`config.mk`:
```
export PLATFORM = sky130hd
export DESIGN_NAME = mont_mul_resp_flat
export DESIGN_NICKNAME = d
export VERILOG_FILES = /design/src/rtl/mont_mul_resp_pkg.sv /design/src/rtl/mont_mul_resp_if.sv /design/src/rtl/mont_mul_resp_step.sv /design/src/rtl/mont_mul_resp.sv /design/src/flat_wrapper.sv
export SDC_FILE = /design/constraint.sdc
export NUM_CORES = 2
export LEC_CHECK = 0
export CAP_MARGIN = 25
export CORE_MARGIN = 3
export CORE_UTILIZATION = 51
export CTS_BUF_LIST = sky130_fd_sc_hd__clkbuf_2 sky130_fd_sc_hd__clkbuf_4 sky130_fd_sc_hd__clkbuf_8
export DETAILED_ROUTE_END_ITERATION = 8
export GPL_TIMING_DRIVEN = 1
export PLACE_DENSITY = 0.74
export SLEW_MARGIN = 20
export SYNTH_ARGS = -nofsm -noshare
export SYNTH_HDL_FRONTEND = slang
export SYNTH_SLANG_ARGS = --single-unit
```
`constraint.sdc`:
```
create_clock -name clk -period 11.11 [get_ports clk]
set_clock_uncertainty 0.2 [all_clocks]
set_input_delay 3.333 -clock clk [delete_from_list [all_inputs] [get_ports clk]]
set_output_delay 3.333 -clock clk [all_outputs]
set_load 0.01 [all_outputs]
```
`src/rtl/mont_mul_resp_pkg.sv`:
```
// Shared types and sizing for the bit-serial radix-2 Montgomery multiplier.
package mont_pkg;
  localparam int W      = 260;
  localparam int N_ITER = 256;
  localparam int CNT_W  = 9;

  typedef enum logic [1:0] {IDLE, ITER, FINAL} state_t;
  typedef logic [W-1:0] bigint_t;
endpackage

```
`src/rtl/mont_mul_resp_if.sv`:
```
// start/done request-response bus between the exponentiation controller and the multiplier.
interface mont_mul_resp_if;
  import mont_pkg::*;
  logic    start;
  bigint_t a;
  bigint_t b;
  bigint_t m;
  bigint_t result;
  logic    done;

  modport master (output start, a, b, m, input result, done);
  modport slave  (input start, a, b, m, output result, done);
endinterface

```
`src/rtl/mont_mul_resp_step.sv`:
```
// One radix-2 Montgomery iteration: acc' = (acc + bit*b + q*m) / 2, with q chosen to clear bit 0.
module mont_step
  import mont_pkg::*;
(
  input  bigint_t acc,
  input  bigint_t b,
  input  bigint_t m,
  input  logic    bit_in,
  output bigint_t acc_next
);
  bigint_t t_add;
  bigint_t t_red;

  // Guard bits keep acc + b + m below 2^W, so no carry is lost.
  always_comb begin
    t_add    = acc + (bit_in ? b : '0);
    t_red    = t_add + (t_add[0] ? m : '0);
    acc_next = t_red >> 1;
  end
endmodule

```
`src/rtl/mont_mul_resp.sv`:
```
// Montgomery product responder: result = a*b*2^-N_ITER mod m, one multiplier bit per clock.
// Macro MONT_FINAL_SUB_EN adds the FINAL conditional-subtract state (result < m); without it result < 2m.
module mont_mul_resp
  import mont_pkg::*;
(
  input logic            clk,
  input logic            reset,
  mont_mul_resp_if.slave bus
);
  state_t           state, state_n;
  bigint_t          acc, acc_n;
  bigint_t          a_r, a_r_n;
  bigint_t          b_r, b_r_n;
  bigint_t          m_r, m_r_n;
  bigint_t          result, result_n;
  logic [CNT_W-1:0] cnt, cnt_n;
  logic             done, done_n;
  bigint_t          step_acc;

  mont_step u_step (
    .acc      (acc),
    .b        (b_r),
    .m        (m_r),
    .bit_in   (a_r[cnt]),
    .acc_next (step_acc)
  );

  always_ff @(posedge clk) begin
    if (reset) begin
      state  <= IDLE;
      acc    <= '0;
      a_r    <= '0;
      b_r    <= '0;
      m_r    <= '0;
      result <= '0;
      cnt    <= '0;
      done   <= 1'b0;
    end else begin
      state  <= state_n;
      acc    <= acc_n;
      a_r    <= a_r_n;
      b_r    <= b_r_n;
      m_r    <= m_r_n;
      result <= result_n;
      cnt    <= cnt_n;
      done   <= done_n;
    end
  end

  always_comb begin
    state_n  = state;
    acc_n    = acc;
    a_r_n    = a_r;
    b_r_n    = b_r;
    m_r_n    = m_r;
    result_n = result;
    cnt_n    = cnt;
    done_n   = done;
    case (state)
      IDLE: begin
        if (bus.start) begin
          a_r_n   = bus.a;
          b_r_n   = bus.b;
          m_r_n   = bus.m;
          acc_n   = '0;
          cnt_n   = '0;
          done_n  = 1'b0;
          state_n = ITER;
        end else begin
          done_n = 1'b1;
        end
      end
      ITER: begin
        acc_n = step_acc;
        cnt_n = cnt + CNT_W'(1);
        if (cnt == CNT_W'(N_ITER - 1)) begin
`ifdef MONT_FINAL_SUB_EN
          state_n = FINAL;
`else
          // Lazy reduction: hand back the raw accumulator, still < 2m.
          result_n = step_acc;
          done_n   = 1'b1;
          state_n  = IDLE;
`endif
        end
      end
`ifdef MONT_FINAL_SUB_EN
      FINAL: begin
        result_n = (acc >= m_r) ? acc - m_r : acc;
        done_n   = 1'b1;
        state_n  = IDLE;
      end
`endif
      default: state_n = IDLE;
    endcase
  end

  assign bus.result = result;
  assign bus.done   = done;
endmodule

```
`src/flat_wrapper.sv`:
```
// flat-port wrapper written by rule: the top's interface ports become plain ports
module mont_mul_resp_flat import mont_pkg::*;
  (clk, reset, bus_start, bus_a, bus_b, bus_m, bus_result, bus_done);
  mont_mul_resp_if bus_i ();
  input logic clk;
  input logic reset;
  input wire logic [$bits(bus_i.start)-1:0] bus_start;
  input wire logic [$bits(bus_i.a)-1:0] bus_a;
  input wire logic [$bits(bus_i.b)-1:0] bus_b;
  input wire logic [$bits(bus_i.m)-1:0] bus_m;
  output wire logic [$bits(bus_i.result)-1:0] bus_result;
  output wire logic [$bits(bus_i.done)-1:0] bus_done;
  assign bus_i.start = bus_start;
  assign bus_i.a = bus_a;
  assign bus_i.b = bus_b;
  assign bus_i.m = bus_m;
  assign bus_result = bus_i.result;
  assign bus_done = bus_i.done;
  mont_mul_resp u_core (.clk(clk), .reset(reset), .bus(bus_i));
endmodule
```
# ---- Word level (Yosys, flattened, before mapping)
# Cells that the tools add are included.
dict set report word_totals {
  register_bits 1311
  latchBits 0
  ramBits 0
  romBits 0
  output_inout_bits 261
  word_cells 37
  mem_count 0
}
dict set report classes {
  add_sub_neg 3
  n_mul 0
  div_mod_pow 0
  magnitude_cmp 1
  n_eq_ne 4
  shift 0
  n_mux 14
  n_bitwise 0
  n_reduce_logical 7
}
# cell n
set op_table {}
lappend op_table {{two-way mux 260 bit} 3}
lappend op_table {{adder 260 bit} 2}
lappend op_table {{case mux 260 bit (2 select lines)} 1}
lappend op_table {{case mux 9 bit (2 select lines)} 1}
lappend op_table {{< comparator 9 x 10 -> 1 bit (second input constant)} 1}
lappend op_table {{AND reduction 2 bit} 5}
lappend op_table {{adder 9 x 1 -> 9 bit (second input constant)} 1}
lappend op_table {{binary-select mux 1 bit (select 9 bit)} 1}
lappend op_table {{== test 9 x 8 -> 1 bit (second input constant)} 1}
lappend op_table {{two-way mux 9 bit} 1}
lappend op_table {{two-way mux 2 bit} 2}
lappend op_table {{case mux 2 bit (2 select lines)} 1}
lappend op_table {{two-way mux 1 bit} 3}
lappend op_table {{== test 2 x 1 -> 1 bit (second input constant)} 1}
lappend op_table {{logical NOT 2 bit} 1}
lappend op_table {{inequality test 2 x 1 -> 1 bit (second input constant)} 1}
lappend op_table {{inequality test 2 bit (second input constant)} 1}
lappend op_table {{case mux 1 bit (2 select lines)} 1}
lappend op_table {{nonzero test 2 bit} 1}

# ---- Depth between registers and ports, before layout
dict set report depth {
  word_depth 7
  mapped_depth 45
  depth_no_buf 39
}

# ---- Cells and area by module
# Synthesis repeated with hierarchy kept, for this count alone.
dict set report unflattened {
  cells_unflattened 12349
  hier_area_um2 88079.5
}
# mod instances cells_each area_each_um2
set modules_own_cells {}
lappend modules_own_cells {mont_mul_resp 1 5908 47844.6}
lappend modules_own_cells {mont_step 1 6441 40234.8}

# ---- Worst setup path after synthesis
# No wires, ideal clock.
dict set report synth_timing {
  path_type {reg2reg}
  start {register u_core.cnt[0]}
  end {register u_core.acc[250]}
  setup_ns 0.117
  arrival_ns 9.324
  setup_slack_ns 1.469
  path_stages_with_launch 44
  n_path_buf 5
  cell_sequence {dfxtp_1 buf_2 buf_2 mux4_2 mux4_2 a2111o_1 o32ai_1 a21oi_1 a21oi_1 o21ai_1 clkbuf_1 clkbuf_1 and2_1 ha_1 inv_1 fa_1 nor2b_1 o2111ai_1 (+8 left out) a21oi_1 o21bai_1 xnor2_1 ha_1 clkbuf_1 nand2_1 nor4_1 o211ai_1 nand3_1 a32oi_1 a2111oi_0 o21ai_1 nand3_1 a21oi_1 o41ai_1 a21boi_1 xnor2_1 a22o_1}
}
dict set report synth_between {
  elab_chain_cells 7
}
# item line_no
set synth_lines {}
lappend synth_lines {{start: declaration} mont_mul_resp.sv:16} ;# logic [CNT_W-1:0] cnt, cnt_n;
lappend synth_lines {{start signal: assignment} mont_mul_resp.sv:45} ;# cnt <= cnt_n;
lappend synth_lines {{binary-select mux 1 bit (select 9 bit) *} mont_mul_resp.sv:24} ;# .bit_in (a_r[cnt]),
lappend synth_lines {{two-way mux 1 bit (not written as such) *} mont_mul_resp.sv:24}
lappend synth_lines {{two-way mux 260 bit *} mont_mul_resp_step.sv:16} ;# t_add = acc + (bit_in ? b : '0);
lappend synth_lines {{adder 260 bit *} mont_mul_resp_step.sv:16}
lappend synth_lines {{two-way mux 260 bit} mont_mul_resp_step.sv:17} ;# t_red = t_add + (t_add[0] ? m : '0);
lappend synth_lines {{adder 260 bit *} mont_mul_resp_step.sv:17}
lappend synth_lines {{case mux 260 bit (2 select lines) *} mont_mul_resp.sv:59} ;# case (state)
lappend synth_lines {{end signal: assignment} mont_mul_resp.sv:40} ;# acc <= acc_n;
lappend synth_lines {{end: declaration} mont_mul_resp.sv:11} ;# bigint_t acc, acc_n;
# Mark *: on every way between the ends. The rest lies on a longest branch, timed or not. The select of a mux whose other input is x is not followed.
# A chain may end at the register's enable or synchronous reset.

# ---- Final worst setup path
dict set report layout_timing {
  start {register u_core.cnt[0]}
  end {register u_core.acc[168]}
}
# The elaborated chain is that of the path after synthesis.

==> metrics.md <==
| Metric | Value |
|---|---|
| H-tree depth | `4` |
| Complex-gate fraction of the synthesized area | `26.20%` |
| Status | `completed` |
| Crit end category | `flip-flop` |
| Synth Cell Area | `86730 um2` |
| Synth cell count leaders | `nand2_1 (2322), a21oi_1 (1889), dfxtp_1 (1309), clkbuf_1 (752), nor2_1 (734)` |
| Setup Crit Path Kind | `reg -> reg` |
| Post-layout minimum cycle time | `10920 ps` |
| Post-Synthesis Cells | `11803` |
| Metal3 WL | `41710 um` |
| Synth unique cells | `95` |
| Grt ovf | `0` |
| Final worst path period share | `98.28%` |
| Worst skew pair latency | `1090 ps` |
| Syn Nets | `13107` |
| Total area of multi-input combinational cells | `57650 um2` |
| Area share of the largest cell type after synthesis | `30.22%` |
| Share of layout cells above drive strength 1 | `11.61%` |
| Worst hold start | `u_core.m_r[148]$_SDFFE_PP0P_` |
| XOR/XNOR share of the synthesized area | `5.201%` |
| Crit start category | `flip-flop` |
| Inserted Clock Buffers | `213` |
| I/O pin count | `1044` |
| Tot Pwr | `11.03 mW` |
| F_max | `91.59 MHz` |
| P_int | `7.987 mW` |
| Vias in the first global route | `94343` |
| Leakage power | `44.21 nW` |
| First-pass GRT wire length | `604800 um` |
| R2R Path Start | `u_core.cnt[0]$_SDFFE_PP0P_` |
| Final Non-Filler Cells | `15556` |
| Critical path peak fanout | `59` |
| CTS tree | `done` |
| Reg power frac | `45.3%` |
| #FFs+latches synth | `1309` |
| Largest area contributor in the netlist | `dfxtp_1` |
| Total number of yosys warnings | `0` |
| Max Cap Violations | `0` |
| Total iterations of the first detailed-routing run | `7` |
| Design area | `109600 um2` |
| CTS clock-pin slew for the worst setup and hold paths | `80 ps` |
| Clock buffer depth | `3` |
| Avg Inst Size Synth | `7.348 um2` |
| Post-Synth Simple-Gate Area | `24.49%` |
| Root Buffer | `clkbuf_8` |
| CP most frequent cell | `nand2_1` |
| DR vias | `99594` |
| Slew Limit Headroom | `20.04%` |
| Clock Sinks | `1309` |
| Core footprint | `168000 um2` |
| Most frequent cell after synthesis | `nand2_1` |
| GPL Wtd Cong | `1.214` |
| Dpl cells | `15102` |
| DR top layer | `met5` |
| Worst setup path start | `u_core.cnt[0]$_SDFFE_PP0P_` |
| Metal-1 WL | `152300 um` |
| Endpoints failing hold | `0` |
| Worst hold path type | `reg -> reg` |
| Layout area overhead | `26.32%` |
| Max stage delay cell, worst path | `a2111oi_0` |
| Mux cell area share after synthesis | `2.076%` |
| Area post-placement | `103600 um2` |
| Vias per inst | `6.402` |
| Max incr delay on CP | `650 ps` |
| Residual DRC | `0` |
| Setup Viol. Count Final | `0` |
| Total negative setup slack | `0 ps` |
| Initial antenna violation count | `64` |
| Power share of the clock group | `43.9%` |
| Filler cells | `14165` |
| FF/Latch Area | `26220 um2` |
| Area contributors post-synth | `dfxtp_1 (30%), a21oi_1 (11%), nand2_1 (10%)` |
| Starting density of the core | `51.63%` |
| Initial DRC count | `12933` |
| GRT Total Usage | `45.84%` |
| Asr flop ratio synth | `0%` |
| Register area share after synthesis | `30.22%` |
| CTS Hold Bufs | `0` |
| Post-DP HPWL | `337700 um` |
| Power Density | `100.6 nW/um2` |
| Final max-slew violation count | `0` |
| Worst path arrival time | `11660 ps` |
| Full die area | `175000 um2` |
| Switching power | `3.038 mW` |
| Post-Route WL | `423000 um` |
| Met2 WL | `183300 um` |
| EDFF count, synth | `0` |
| Fin nets | `14438` |
| Die Height | `418.4 um` |
| Adder-Cell Fraction of Synth Area | `7.534%` |
| Main combinational cell family by area after synthesis | `compound AO/OA/AOI/OAI gates` |
| Rows | `150` |
| CP required | `11850 ps` |
| Largest net degree at the start of global routing | `247` |
| Primary FF master, synth | `dfxtp_1` |
| Die X | `418.4 um` |
| Worst-Margin Slew | `1199 ps` |
| Final core occ | `65.22%` |
| Wirelength per Cell | `27.19 um` |
| Worst VDD drop | `137.9 uV` |
| Combinational power share | `10.7%` |
| Switch share | `27.55%` |
| Routed Antenna Nets | `0` |
| Port-buffer cells | `1042` |
[layer usage]
metal | up-vias | track usage, %
met5 | - | 0
met4 | 34 | 40.31
met3 | 1666 | 9.170
met2 | 6409 | 71.09
met1 | 47047 | 53.93
li1 | 44438 | -
[sequential cells by signal, indices dropped and copies added, names as in the netlist]
register and flops:
u_core.acc 259, u_core.cnt 9, u_core.bus.done 1, u_core.a_r 260, u_core.b_r 260, u_core.m_r 260
u_core.bus.result 259, u_core.state 1
[critical path: cells and delay by family (launching register included)]
kind / cells / cell delay (ps)
DFF: 1 / 400
adders and majority gates: 2 / 740
AOI/OAI and AO/OA: 13 / 3440
buffers and inverters: 6 / 1140
muxes: 2 / 1020
and+or+nand+nor: 16 / 3180
xor gates and xnor gates: 2 / 510
[cell families after synthesis]
family | Yosys count
muxes | 86
and+or+nand+nor | 4618
AOI/OAI and AO/OA | 3777
other | 1
adders and majority gates | 521
xor gates and xnor gates | 515
buffers and inverters | 976
DFF | 1309
[area by class of cell]
class	instances	area share, %
multi-input combinational	9518	52.63
sequential	1309	23.93
timing repair buffer	1912	15.73
clock buffer	316	3.696
tap	2204	2.517
clock inverter	74	0.7835
inverter	180	0.6167
antenna	43	0.09822
[what timing repair did]
action | CTS | global route
gates resized for setup | 21 | 164
endpoints found under the setup margin | 85 | 205
pin swaps | 3 | 25
buffers inserted | 2 | 18
endpoints found under the hold margin | 0 | 0
[per-stage QoR]
step,hold slack (ps),setup slack [ps]
after global placement,238.8,-427.1
after floorplan,231.0,1469
after detailed placement,242.2,-627.3
after global routing,263.4,-17.18
final,249.2,191.3
after CTS,250.9,3.874
[final timing paths]
check                                 endpoint  slack [ps]  cells past startpoint
setup reg to reg  u_core.acc[168]$_SDFFE_PP0P_         190                     41
hold / removal    u_core.m_r[148]$_SDFFE_PP0P_         250                      2
setup / recovery  u_core.acc[168]$_SDFFE_PP0P_         190                     41
hold reg to reg   u_core.m_r[148]$_SDFFE_PP0P_         250                      2
[cell usage in the layout, fill, tap and decap left out, types with 43 or more instances in the layout]
| cell | instances |
|---|---|
| nor4_1 | 45 |
| and2_1 | 539 |
| a31oi_1 | 65 |
| a22o_1 | 337 |
| xnor2_1 | 307 |
| clkbuf_8 | 268 |
| nand2_1 | 2320 |
| xor2_1 | 200 |
| diode_2 | 43 |
| o21ai_1 | 50 |
| o31ai_1 | 45 |
| nand3_1 | 113 |
| dfxtp_1 | 1305 |
| nand4_1 | 332 |
| nor2_1 | 722 |
| mux4_2 | 75 |
| nor3_1 | 129 |
| inv_1 | 179 |
| o21ai_0 | 571 |
| buf_4 | 848 |
| a21oi_1 | 1871 |
| a21o_1 | 239 |
| o21bai_1 | 174 |
| a21boi_0 | 45 |
| o21a_1 | 73 |
| nor3b_1 | 154 |
| clkdlybuf4s50_1 | 1040 |
| ha_1 | 498 |
| clkbuf_4 | 48 |
[power groups by stage]
stage,sequential [mW],combinational (mW),clock [mW]
4_1_cts,4.99,1.16,4.85
5_1_grt,5.00,1.26,5.05
3_5_place_dp,5.09,1.15,0
3_3_place_gp,5.08,1.12,0
2_1_floorplan,5.02,0.609,0
6_report,5.00,1.18,4.85
No activity file was read; power rests on OpenSTA's default activity.
